## src/rtl/key_shift_sequencer_if.sv

```systemverilog
// Bus bundle for key_shift_sequencer: key/period request side plus the serial bit stream outputs.
interface key_shift_sequencer_if #(
   parameter int KEY_W = 128,
   parameter int PER_W = 16
);
   logic [KEY_W-1:0] key;
   logic             start;
   logic [PER_W-1:0] period;
   logic             abort;
   logic             bit_out;
   logic             bit_valid;
   logic [7:0]       bit_idx;
   logic             busy;
   logic             done;

   modport master (
      output key, start, period, abort,
      input  bit_out, bit_valid, bit_idx, busy, done
   );

   modport slave (
      input  key, start, period, abort,
      output bit_out, bit_valid, bit_idx, busy, done
   );
endinterface

```

## src/rtl/key_shift_sequencer.sv

```systemverilog
// Serializes a captured key LSB-first, one bit every P clocks, then pulses done.
// Optional feature macro: KEY_SHIFT_PARITY_EN appends an XOR-parity bit at index KEY_W.
module key_shift_sequencer #(
   parameter int KEY_W = 128,
   parameter int PER_W = 16
) (
   input  logic                  clk,
   input  logic                  rst,
   key_shift_sequencer_if.slave  bus
);
   localparam logic [1:0] ST_IDLE  = 2'd0;
   localparam logic [1:0] ST_SHIFT = 2'd1;
   localparam logic [1:0] ST_DONE  = 2'd2;

   localparam int IDX_W = $clog2(KEY_W + 2);
`ifdef KEY_SHIFT_PARITY_EN
   localparam int LAST_IDX = KEY_W;
`else
   localparam int LAST_IDX = KEY_W - 1;
`endif
   localparam logic [PER_W-1:0] PER_ONE = {{(PER_W-1){1'b0}}, 1'b1};
   localparam logic [IDX_W-1:0] IDX_ONE = {{(IDX_W-1){1'b0}}, 1'b1};

   logic [1:0]       r_state;
   logic [KEY_W-1:0] r_shadow;
   logic [PER_W-1:0] r_per;
   logic [PER_W-1:0] r_cnt;
   logic [IDX_W-1:0] r_next_idx;
   logic             r_bit_out;
   logic             r_bit_valid;
   logic [7:0]       r_bit_idx;
   logic             r_busy;
   logic             r_done;

   logic [PER_W-1:0] w_per_eff;
   logic             w_last;
   logic             w_emit_bit;

   // A zero period would never let the interval counter expire, so it runs as one clock per bit.
   assign w_per_eff = (bus.period == {PER_W{1'b0}}) ? PER_ONE : bus.period;
   assign w_last    = (r_next_idx == IDX_W'(LAST_IDX));

`ifdef KEY_SHIFT_PARITY_EN
   logic r_parity;

   function automatic logic f_parity(input logic [KEY_W-1:0] v);
      return ^v;
   endfunction

   // Parity of the key as captured, emitted after the data bits.
   always_ff @(posedge clk or posedge rst) begin
      if (rst) begin
         r_parity <= 1'b0;
      end else if ((r_state == ST_IDLE) && bus.start && !bus.abort) begin
         r_parity <= f_parity(bus.key);
      end else begin
         r_parity <= r_parity;
      end
   end

   assign w_emit_bit = (r_next_idx == IDX_W'(KEY_W)) ? r_parity : r_shadow[0];
`else
   assign w_emit_bit = r_shadow[0];
`endif

   // Sequencer FSM together with the shadow shifter, interval counter and output registers.
   always_ff @(posedge clk or posedge rst) begin
      if (rst) begin
         r_state     <= ST_IDLE;
         r_shadow    <= {KEY_W{1'b0}};
         r_per       <= {PER_W{1'b0}};
         r_cnt       <= {PER_W{1'b0}};
         r_next_idx  <= {IDX_W{1'b0}};
         r_bit_out   <= 1'b0;
         r_bit_valid <= 1'b0;
         r_bit_idx   <= 8'd0;
         r_busy      <= 1'b0;
         r_done      <= 1'b0;
      end else begin
         r_bit_valid <= 1'b0;
         r_done      <= 1'b0;
         case (r_state)
            ST_IDLE: begin
               r_busy <= 1'b0;
               if (bus.start && !bus.abort) begin
                  r_shadow   <= bus.key;
                  r_per      <= w_per_eff;
                  r_cnt      <= w_per_eff - PER_ONE;
                  r_next_idx <= {IDX_W{1'b0}};
                  r_state    <= ST_SHIFT;
                  r_busy     <= 1'b1;
               end
            end
            ST_SHIFT: begin
               if (bus.abort) begin
                  r_state  <= ST_IDLE;
                  r_shadow <= {KEY_W{1'b0}};
                  r_cnt    <= {PER_W{1'b0}};
                  r_busy   <= 1'b0;
               end else if (r_cnt != {PER_W{1'b0}}) begin
                  r_cnt <= r_cnt - PER_ONE;
               end else begin
                  r_bit_out   <= w_emit_bit;
                  r_bit_valid <= 1'b1;
                  r_bit_idx   <= 8'(r_next_idx);
                  r_shadow    <= r_shadow >> 1;
                  r_cnt       <= r_per - PER_ONE;
                  r_next_idx  <= r_next_idx + IDX_ONE;
                  if (w_last) begin
                     r_state <= ST_DONE;
                  end
               end
            end
            ST_DONE: begin
               // Abort here still cancels the pending done pulse.
               r_state <= ST_IDLE;
               r_busy  <= 1'b0;
               if (bus.abort) begin
                  r_shadow <= {KEY_W{1'b0}};
                  r_cnt    <= {PER_W{1'b0}};
               end else begin
                  r_done <= 1'b1;
               end
            end
            default: begin
               r_state <= ST_IDLE;
               r_busy  <= 1'b0;
            end
         endcase
      end
   end

   assign bus.bit_out   = r_bit_out;
   assign bus.bit_valid = r_bit_valid;
   assign bus.bit_idx   = r_bit_idx;
   assign bus.busy      = r_busy;
   assign bus.done      = r_done;
endmodule
```

## src/flat_wrapper.sv

```systemverilog
// flat-port wrapper written by rule: the top's interface ports become plain ports
module key_shift_sequencer_flat 
#(
   parameter int KEY_W = 128,
   parameter int PER_W = 16
)
  (clk, rst, bus_key, bus_start, bus_period, bus_abort, bus_bit_out, bus_bit_valid, bus_bit_idx, bus_busy, bus_done);
  key_shift_sequencer_if #(.KEY_W(KEY_W), .PER_W(PER_W)) bus_i ();
  input  logic clk;
  input  logic rst;
  input wire logic [$bits(bus_i.key)-1:0] bus_key;
  input wire logic [$bits(bus_i.start)-1:0] bus_start;
  input wire logic [$bits(bus_i.period)-1:0] bus_period;
  input wire logic [$bits(bus_i.abort)-1:0] bus_abort;
  output wire logic [$bits(bus_i.bit_out)-1:0] bus_bit_out;
  output wire logic [$bits(bus_i.bit_valid)-1:0] bus_bit_valid;
  output wire logic [$bits(bus_i.bit_idx)-1:0] bus_bit_idx;
  output wire logic [$bits(bus_i.busy)-1:0] bus_busy;
  output wire logic [$bits(bus_i.done)-1:0] bus_done;
  assign bus_i.key = bus_key;
  assign bus_i.start = bus_start;
  assign bus_i.period = bus_period;
  assign bus_i.abort = bus_abort;
  assign bus_bit_out = bus_i.bit_out;
  assign bus_bit_valid = bus_i.bit_valid;
  assign bus_bit_idx = bus_i.bit_idx;
  assign bus_busy = bus_i.busy;
  assign bus_done = bus_i.done;
  key_shift_sequencer #(.KEY_W(KEY_W), .PER_W(PER_W)) u_core (.clk(clk), .rst(rst), .bus(bus_i));
endmodule
```

## config.mk

```make
export PLATFORM = sky130hd
export DESIGN_NAME = key_shift_sequencer_flat
export DESIGN_NICKNAME = d
export VERILOG_FILES = /design/src/rtl/key_shift_sequencer_if.sv /design/src/rtl/key_shift_sequencer.sv /design/src/flat_wrapper.sv
export SDC_FILE = /design/constraint.sdc
export NUM_CORES = 1
export LEC_CHECK = 0
export BUFFER_PORTS_ARGS = -buffer_cell sky130_fd_sc_hd__clkbuf_2
export CORE_MARGIN = 2
export CORE_UTILIZATION = 45
export DETAILED_ROUTE_END_ITERATION = 16
export PLACE_DENSITY = 0.73
export SETUP_SLACK_MARGIN = 0.02
export SKIP_LAST_GASP = 1
export SLEW_MARGIN = 20
export SYNTH_ARGS = -nofsm -noshare
export SYNTH_HDL_FRONTEND = slang
export SYNTH_SLANG_ARGS = --single-unit
```

## constraint.sdc

```tcl
create_clock -name clk -period 17.2 [get_ports clk]
set_clock_uncertainty 0.1 [all_clocks]
set_input_delay 5.16 -clock clk [delete_from_list [all_inputs] [get_ports clk]]
set_output_delay 5.16 -clock clk [all_outputs]
set_load 0.1 [all_outputs]
```

-- Yosys cells after proc, flatten, opt, wreduce, memory -nomap -nowiden
Cells that the tools add are included.
- bits in registers: 182
- input bits: 148
- $add $sub $neg: 4
- equality and inequality tests: 10
- muxes and demuxes: 28
- bitwise gates (word level): 2
- reduce and logical (&&, ||, !) cells: 13
- operators with widths (operator ; number):
    two-way mux 128 bit ; 4
    case mux 128 bit (3 select lines) ; 1
    two-way mux 16 bit ; 5
    case mux 16 bit (3 select lines) ; 1
    subtractor 16 x 1 -> 16 bit (second input constant) ; 3
    two-way mux 8 bit ; 3
    zero test 16 bit ; 1
    case mux 8 bit (2 select lines) ; 1
    nonzero test 16 bit ; 1
    AND reduction 3 bit ; 3
    adder 8 x 1 -> 8 bit (second input constant) ; 1
    equality test 8 x 7 -> 1 bit (second input constant) ; 1
    two-way mux 2 bit ; 4
    inequality test 2 bit (second input constant) ; 4
    AND reduction 4 bit ; 2
    two-way mux 1 bit ; 7
    case mux 2 bit (2 select lines) ; 1
    inequality test 3 x 2 -> 1 bit (second input constant) ; 1
    inequality test 3 bit (second input constant) ; 1
    nonzero test 3 bit ; 1
    equality test 2 x 1 -> 1 bit (second input constant) ; 1
    equality test 2 bit (second input constant) ; 1
    zero test 2 bit ; 1
    inequality test 2 x 1 -> 1 bit (second input constant) ; 1
    other kinds (6) ; 7

-- Logic depth before layout (Yosys ltp)
- depth in word-level cells: 5
- gate-level depth with buffers: 10

-- Least setup slack after synthesis
Ideal clock, no wire load.
- path type: input -> register
- start: input bus_period[11]
- end: register u_core.r_cnt[10]
- library setup time: 132 ps
- data arrival time: 6928 ps
- path slack: 10040 ps
- stages: 9
- path buffers: 0
- cell sequence: nor4_1 and3_1 a21oi_1 ha_1 nor3b_1 nor4b_1 xnor2_1 o22ai_1 o21bai_1
- longest elaborated chain between the ends: 5
- ends and longest elaborated chain (what ; RTL line ; RTL):
    start, declared ; flat_wrapper.sv:13 ; input wire logic [$bits(bus_i.period)-1:0] bus_period;
    zero test 16 bit ; key_shift_sequencer.sv:40 ; assign w_per_eff = (bus.period == {PER_W{1'b0}}) ? PER_ONE : bus.period;
    two-way mux 16 bit ; key_shift_sequencer.sv:40 ;
    subtractor 16 x 1 -> 16 bit ; key_shift_sequencer.sv:88 ; r_cnt <= w_per_eff - PER_ONE;
    two-way mux 16 bit ; key_shift_sequencer.sv:85 ; if (bus.start && !bus.abort) begin
    case mux 16 bit (3 select lines) ; key_shift_sequencer.sv:82 ; case (r_state)
    end signal, assigned ; key_shift_sequencer.sv:88 ;
    end signal, assigned ; key_shift_sequencer.sv:98 ; r_cnt <= {PER_W{1'b0}};
    end signal, assigned ; key_shift_sequencer.sv:101 ; r_cnt <= r_cnt - PER_ONE;
    end, declared ; key_shift_sequencer.sv:27 ; logic [PER_W-1:0] r_cnt;
Every way passes these cells. The select of a mux whose other input is x is not followed.
A chain may end at the register's enable or synchronous reset.

-- Worst setup path in the final report
- start: input bus_abort
- end: register u_core.r_shadow[121]
- longest elaborated chain between the ends: 4
- elaborated cells between the ends (all ways): 8
- ends and longest elaborated chain (what ; RTL line ; RTL):
    start, declared ; flat_wrapper.sv:14 ; input wire logic [$bits(bus_i.abort)-1:0] bus_abort;
    zero test 1 bit ; key_shift_sequencer.sv:85 ;
    logical AND 1 bit ; key_shift_sequencer.sv:85 ;
    inequality test 2 x 1 -> 1 bit (no line) ; -- ;
    AND reduction 4 bit (no line) ; -- ;
    end signal, assigned ; key_shift_sequencer.sv:86 ; r_shadow <= bus.key;
    end signal, assigned ; key_shift_sequencer.sv:97 ; r_shadow <= {KEY_W{1'b0}};
    end signal, assigned ; key_shift_sequencer.sv:106 ; r_shadow <= r_shadow >> 1;
    end, declared ; key_shift_sequencer.sv:25 ; logic [KEY_W-1:0] r_shadow;
Several ways; a longest one is shown, not always the timed one.

==> metrics.sh <==
RUN_STATUS='completed'
HOLD_VIOLATIONS=0
CRITICAL_PATH.TOP_DELAY_FAMILY='buffers and inverters'
SLEW-LIMIT-HEADROOM=0.3197
PATH_CLK_SLEW_NS=0.07
FILLERINSTANCES=1831
ENDPOINT_OF_THE_WORST_SETUP_TIMING_PATH='u_core.r_shadow[121]'
POST_CTS_BUFFERS=0
FINAL_NET_COUNT=1189
WORST_R2R_ENDPOINT='u_core.r_shadow[112]'
WORST-PATH-MAX-FANOUT=87
DETAILEDPLACEMENTHPWL_UM=14910
SLOWEST_CELL_ON_CRIT_PATH='sky130_fd_sc_hd__buf_4'
PORT-BUFFER-COUNT=159
WORST_SKEW_PAIR.LATE_LATENCY_NS=0.43
CLOCK_TREE_FROM_TRITONCTS='yes'
DR_TOTAL_VIAS=7500
WORST_SETUP_PATH_END_KIND='flip-flop'
WORST_PIN_SLEW_NS=1.021
WORSTPATHBUFFERINVERTERCOUNT=4
GPL.FINAL_WEIGHTED_CONGESTION=0.8852
COMBINED_AREA_OF_THE_MULTI_INPUT_LOGIC_CELLS_MM2=0.004339
GRT_OVERFLOW_TOTAL=0
CP-START-KIND='input port'
LAYOUT.AREA.SEQ_MM2=0.004554
SYNTH_COMMON_CELLS='182 x sky130_fd_sc_hd__dfrtp_1, 148 x sky130_fd_sc_hd__a21oi_1, 131 x sky130_fd_sc_hd__inv_1'
REQUIRED_NS=17.44
NETSWITCHINGPOWER_mW=0.8688
CLKSINKCOUNT=182
DRT_ITER0_MARKERS=542
SYN-NUM-NETS=1066
CLOCK_POWER_FRAC=0.199
YS.FLOP_TYPE='sky130_fd_sc_hd__dfrtp_1'
DRV_CAP=0
ROUTEDWLPERCELL_UM=17.22
SETUP.WORST_PATH.START='bus_abort'
CTS_BUFFER_DEPTH=2
HOLDCRITPATHCLASS='reg -> reg'
DETAIL_ROUTE.DRC_VIOLATIONS=0
FINAL_PERIOD_MINUS_WORST_SETUP_SLACK_NS=7.641
SLOWEST_CELL_DELAY_ON_CRITICAL_PATH_NS=0.90
NETLIST_TOP_CELLS_AREA='sky130_fd_sc_hd__dfrtp_1 47%, sky130_fd_sc_hd__a221oi_2 14%, sky130_fd_sc_hd__a21oi_1 7.7%'
FINISH.UTILIZATION=0.5343
SEQPWRFRAC=0.395
ANT_NETS=0
CRIT_TOP_CELL='sky130_fd_sc_hd__buf_4'
FINAL_MIN_PERIOD_OVER_CLOCK_PERIOD=0.4442
DIODES=0
DIE-HEIGHT_UM=150.3
POWERDENSITY_mW_PER_MM2=180.2
SYN-CELL-AREA_MM2=0.009637
VIA_COUNT_NORMALIZED_BY_INSTANCE_COUNT=5.673
PIN_COUNT=160
SYNTH_CELLS=911
WL_UM=22770
POSTCTSHOLDBUFS=0
NETLIST.AREA_LEADER.SHARE=0.4726
SYNTHDOMINANTAREACELLTYPE='sky130_fd_sc_hd__dfrtp_1'
DP.CELLS=1290
POWER_SWITCHING_SHARE=0.4292
FINALNONFILLERCELLS=1322
P_INT_mW=1.155
LEAKAGEPOWER_nW=5.172
POSTSYNTH.ASYNCRESETSHARE=1.000
SEQ_AREA_FRAC_SYNTH=0.4726
SYNTHESIS.AREA_PER_INSTANCE_UM2=10.58
GR-USAGE-ALL-LAYERS=0.2061
POWER_FRAC_COMB=0.406
HTREE_NUM_LEVELS=4
DRT_FIRST_PASS_ITERS=5
DIE_W_UM=150.3
SYNTH.LIB_CELLS_USED.DISTINCT=66
VDD.IR_DROP.WORST_uV=174.9
VIA_COUNT_OF_THE_FIRST_GLOBAL_ROUTING_PASS=7326
GRT_PASS1_WL_UM=37360
GRT_MAX_DEGREE=88
CP_DATA_ARRIVAL_TIME_NS=7.89
FINAL_MAX_SLEW_VIOL_COUNT=0
REGTOREGSETUPSLACK_NS=13.31
WORSTPATHCELLLIST='clkbuf_2, nor2b_1, a211oi_1, buf_4, o21ai_4, buf_4, buf_4, a221oi_1, a21oi_1'
YS_SEQ_ELEMENTS=182
TIMING.FMAX_GHz=0.1309
DESIGN.DIE.AREA_MM2=0.02260
CORE_AREA_MM2=0.02102
FINAL-SETUP-VIOL-COUNT=0
CTS_MADE_BUFFERS=17
YOSYS.CELL_COUNT.TOP_TYPE='sky130_fd_sc_hd__dfrtp_1'
PATH_CLASS='in -> reg'
CP.DEPTH=9
CTS_REPAIR_RESIZE_COUNT=0
RSZ0062_AT_GRT='false'
CLOCK_ROOT_BUFFER_MASTER='sky130_fd_sc_hd__clkbuf_16'
FIN_TOTAL_PWR_mW=2.024
LAYOUT_AREA_OVERHEAD_PCT=16.55
R2R.WORST_PATH.CELLS=8
SETUP_TNS_FINAL_NS=0
GRT_ANTENNA_BEFORE_REPAIR=1
STD_CELL_ROWS=53
YOSYSWARNINGCOUNT=0
INITIAL_CORE_UTIL=0.4584
CRIT-REG2REG-LAUNCH='u_core.r_state[1]'
SYNTH_ENABLE_FLOP_CELLS=0
POST_ROUTE_CELLS_DRIVE_ABOVE_1_SHARE=0.3181
==> worst reg2reg max path, cell delays in order, from the launching register on <==
cell,delay (ns)
sky130_fd_sc_hd__dfrtp_1,0.40
sky130_fd_sc_hd__inv_1,0.08
sky130_fd_sc_hd__ha_1,0.70
sky130_fd_sc_hd__inv_6,0.33
sky130_fd_sc_hd__nor2_4,0.17
sky130_fd_sc_hd__buf_4,0.71
sky130_fd_sc_hd__buf_4,0.91
sky130_fd_sc_hd__a221oi_1,0.23
sky130_fd_sc_hd__a21oi_1,0.18
==> power by group through the flow <==
stage,combinational [mW],clock [mW],sequential (mW)
3_3_place_gp,0.796,0,0.797
6_report,0.822,0.402,0.801
4_1_cts,0.826,0.413,0.798
5_1_grt,0.925,0.431,0.826
2_1_floorplan,0.671,0,0.772
3_5_place_dp,0.824,0,0.803
==> sequential cells by signal, summed over array words and instances, names as in the netlist <==
| register | cells |
|---|---|
| u_core.bus.bit_idx | 8 |
| u_core.bus.bit_out | 1 |
| u_core.bus.bit_valid | 1 |
| u_core.bus.busy | 1 |
| u_core.bus.done | 1 |
| u_core.r_cnt | 16 |
| u_core.r_next_idx | 8 |
| u_core.r_per | 16 |
| u_core.r_shadow | 128 |
| u_core.r_state | 2 |
==> worst min path at each step <==
stage | startpoint | to | slack [ns] | cells after the start
after floorplan | u_core.r_per[15] | u_core.r_per[15] | 0.35 | 2
after global placement | u_core.bus.busy | u_core.bus.busy | 0.37 | 1
after detailed placement | u_core.bus.busy | u_core.bus.busy | 0.38 | 1
after CTS | u_core.bus.busy | u_core.bus.busy | 0.40 | 1
after global routing | u_core.bus.busy | u_core.bus.busy | 0.43 | 1
final | u_core.bus.busy | u_core.bus.busy | 0.39 | 1
==> cell families (layout without fill, tap and decap cells) <==
| logic type | after synthesis | count (layout) | share of synthesized area |
|---|---|---|---|
| AOI/OAI and AO/OA | 342 | 342 | 0.3038 |
| buffers and inverters | 196 | 332 | 0.07907 |
| DFF | 182 | 182 | 0.4726 |
| and+or+nand+nor | 135 | 135 | 0.08426 |
| muxes | 27 | 27 | 0.03116 |
| xor gates and xnor gates | 22 | 22 | 0.01999 |
| adders and majority gates | 7 | 7 | 0.009088 |
==> metal layers <==
layer / wire (um) / track usage / up-vias
met5: 13 / 0 / -
met4: 424 / 0.06462 / 2
met3: 1500 / 0.06061 / 32
met2: 10850 / 0.3175 / 216
met1: 9978 / 0.2805 / 3659
li1: - / - / 3591
==> metrics by stage <==
stage | worst slack, ns | area [um2] | hold WS [ns]
finish | 9.559 | 11230 | 0.3945
floorplan | 6.996 | 9637 | 0.3496
detailed placement | 9.125 | 10610 | 0.3797
CTS | 9.564 | 11230 | 0.3967
global route | 9.264 | 11230 | 0.4263
global placement | 9.258 | 10610 | 0.3690
==> cell type report <==
type / instances / share of cell area
Sequential cell: 182 / 0.4055
Clock inverter: 15 / 0.01749
Clock buffer: 17 / 0.03787
Multi-Input combinational cell: 533 / 0.3863
Inverter: 132 / 0.04500
Timing Repair Buffer: 168 / 0.07720
Tap cell: 275 / 0.03063
==> layout by cell type, fill, tap and decap left out, types with 5 or more instances in the layout <==
| cell type | synthesis | layout |
|---|---|---|
| sky130_fd_sc_hd__a31oi_1 | 6 | 6 |
| sky130_fd_sc_hd__nor2b_1 | 8 | 8 |
| sky130_fd_sc_hd__ha_1 | 7 | 7 |
| sky130_fd_sc_hd__nand2b_1 | 5 | 5 |
| sky130_fd_sc_hd__a221oi_1 | 32 | 32 |
| sky130_fd_sc_hd__a221oi_2 | 90 | 90 |
| sky130_fd_sc_hd__xor2_1 | 11 | 11 |
| sky130_fd_sc_hd__clkinv_8 | 0 | 7 |
| sky130_fd_sc_hd__nor2_1 | 28 | 27 |
| sky130_fd_sc_hd__inv_6 | 0 | 6 |
| sky130_fd_sc_hd__a21oi_1 | 148 | 148 |
| sky130_fd_sc_hd__o21ai_1 | 12 | 11 |
| sky130_fd_sc_hd__buf_4 | 0 | 8 |
| sky130_fd_sc_hd__nor4_1 | 8 | 8 |
| sky130_fd_sc_hd__o21ai_0 | 15 | 15 |
| sky130_fd_sc_hd__clkbuf_2 | 0 | 159 |
| sky130_fd_sc_hd__mux2_2 | 22 | 22 |
| sky130_fd_sc_hd__nand2_1 | 33 | 33 |
| sky130_fd_sc_hd__inv_1 | 131 | 130 |
| sky130_fd_sc_hd__dfrtp_1 | 182 | 182 |
| sky130_fd_sc_hd__or4_1 | 7 | 7 |
| sky130_fd_sc_hd__nor3_1 | 8 | 8 |
| sky130_fd_sc_hd__clkbuf_16 | 0 | 17 |
| sky130_fd_sc_hd__xnor2_1 | 11 | 11 |
Note: power is estimated with default switching activity, not from simulation.
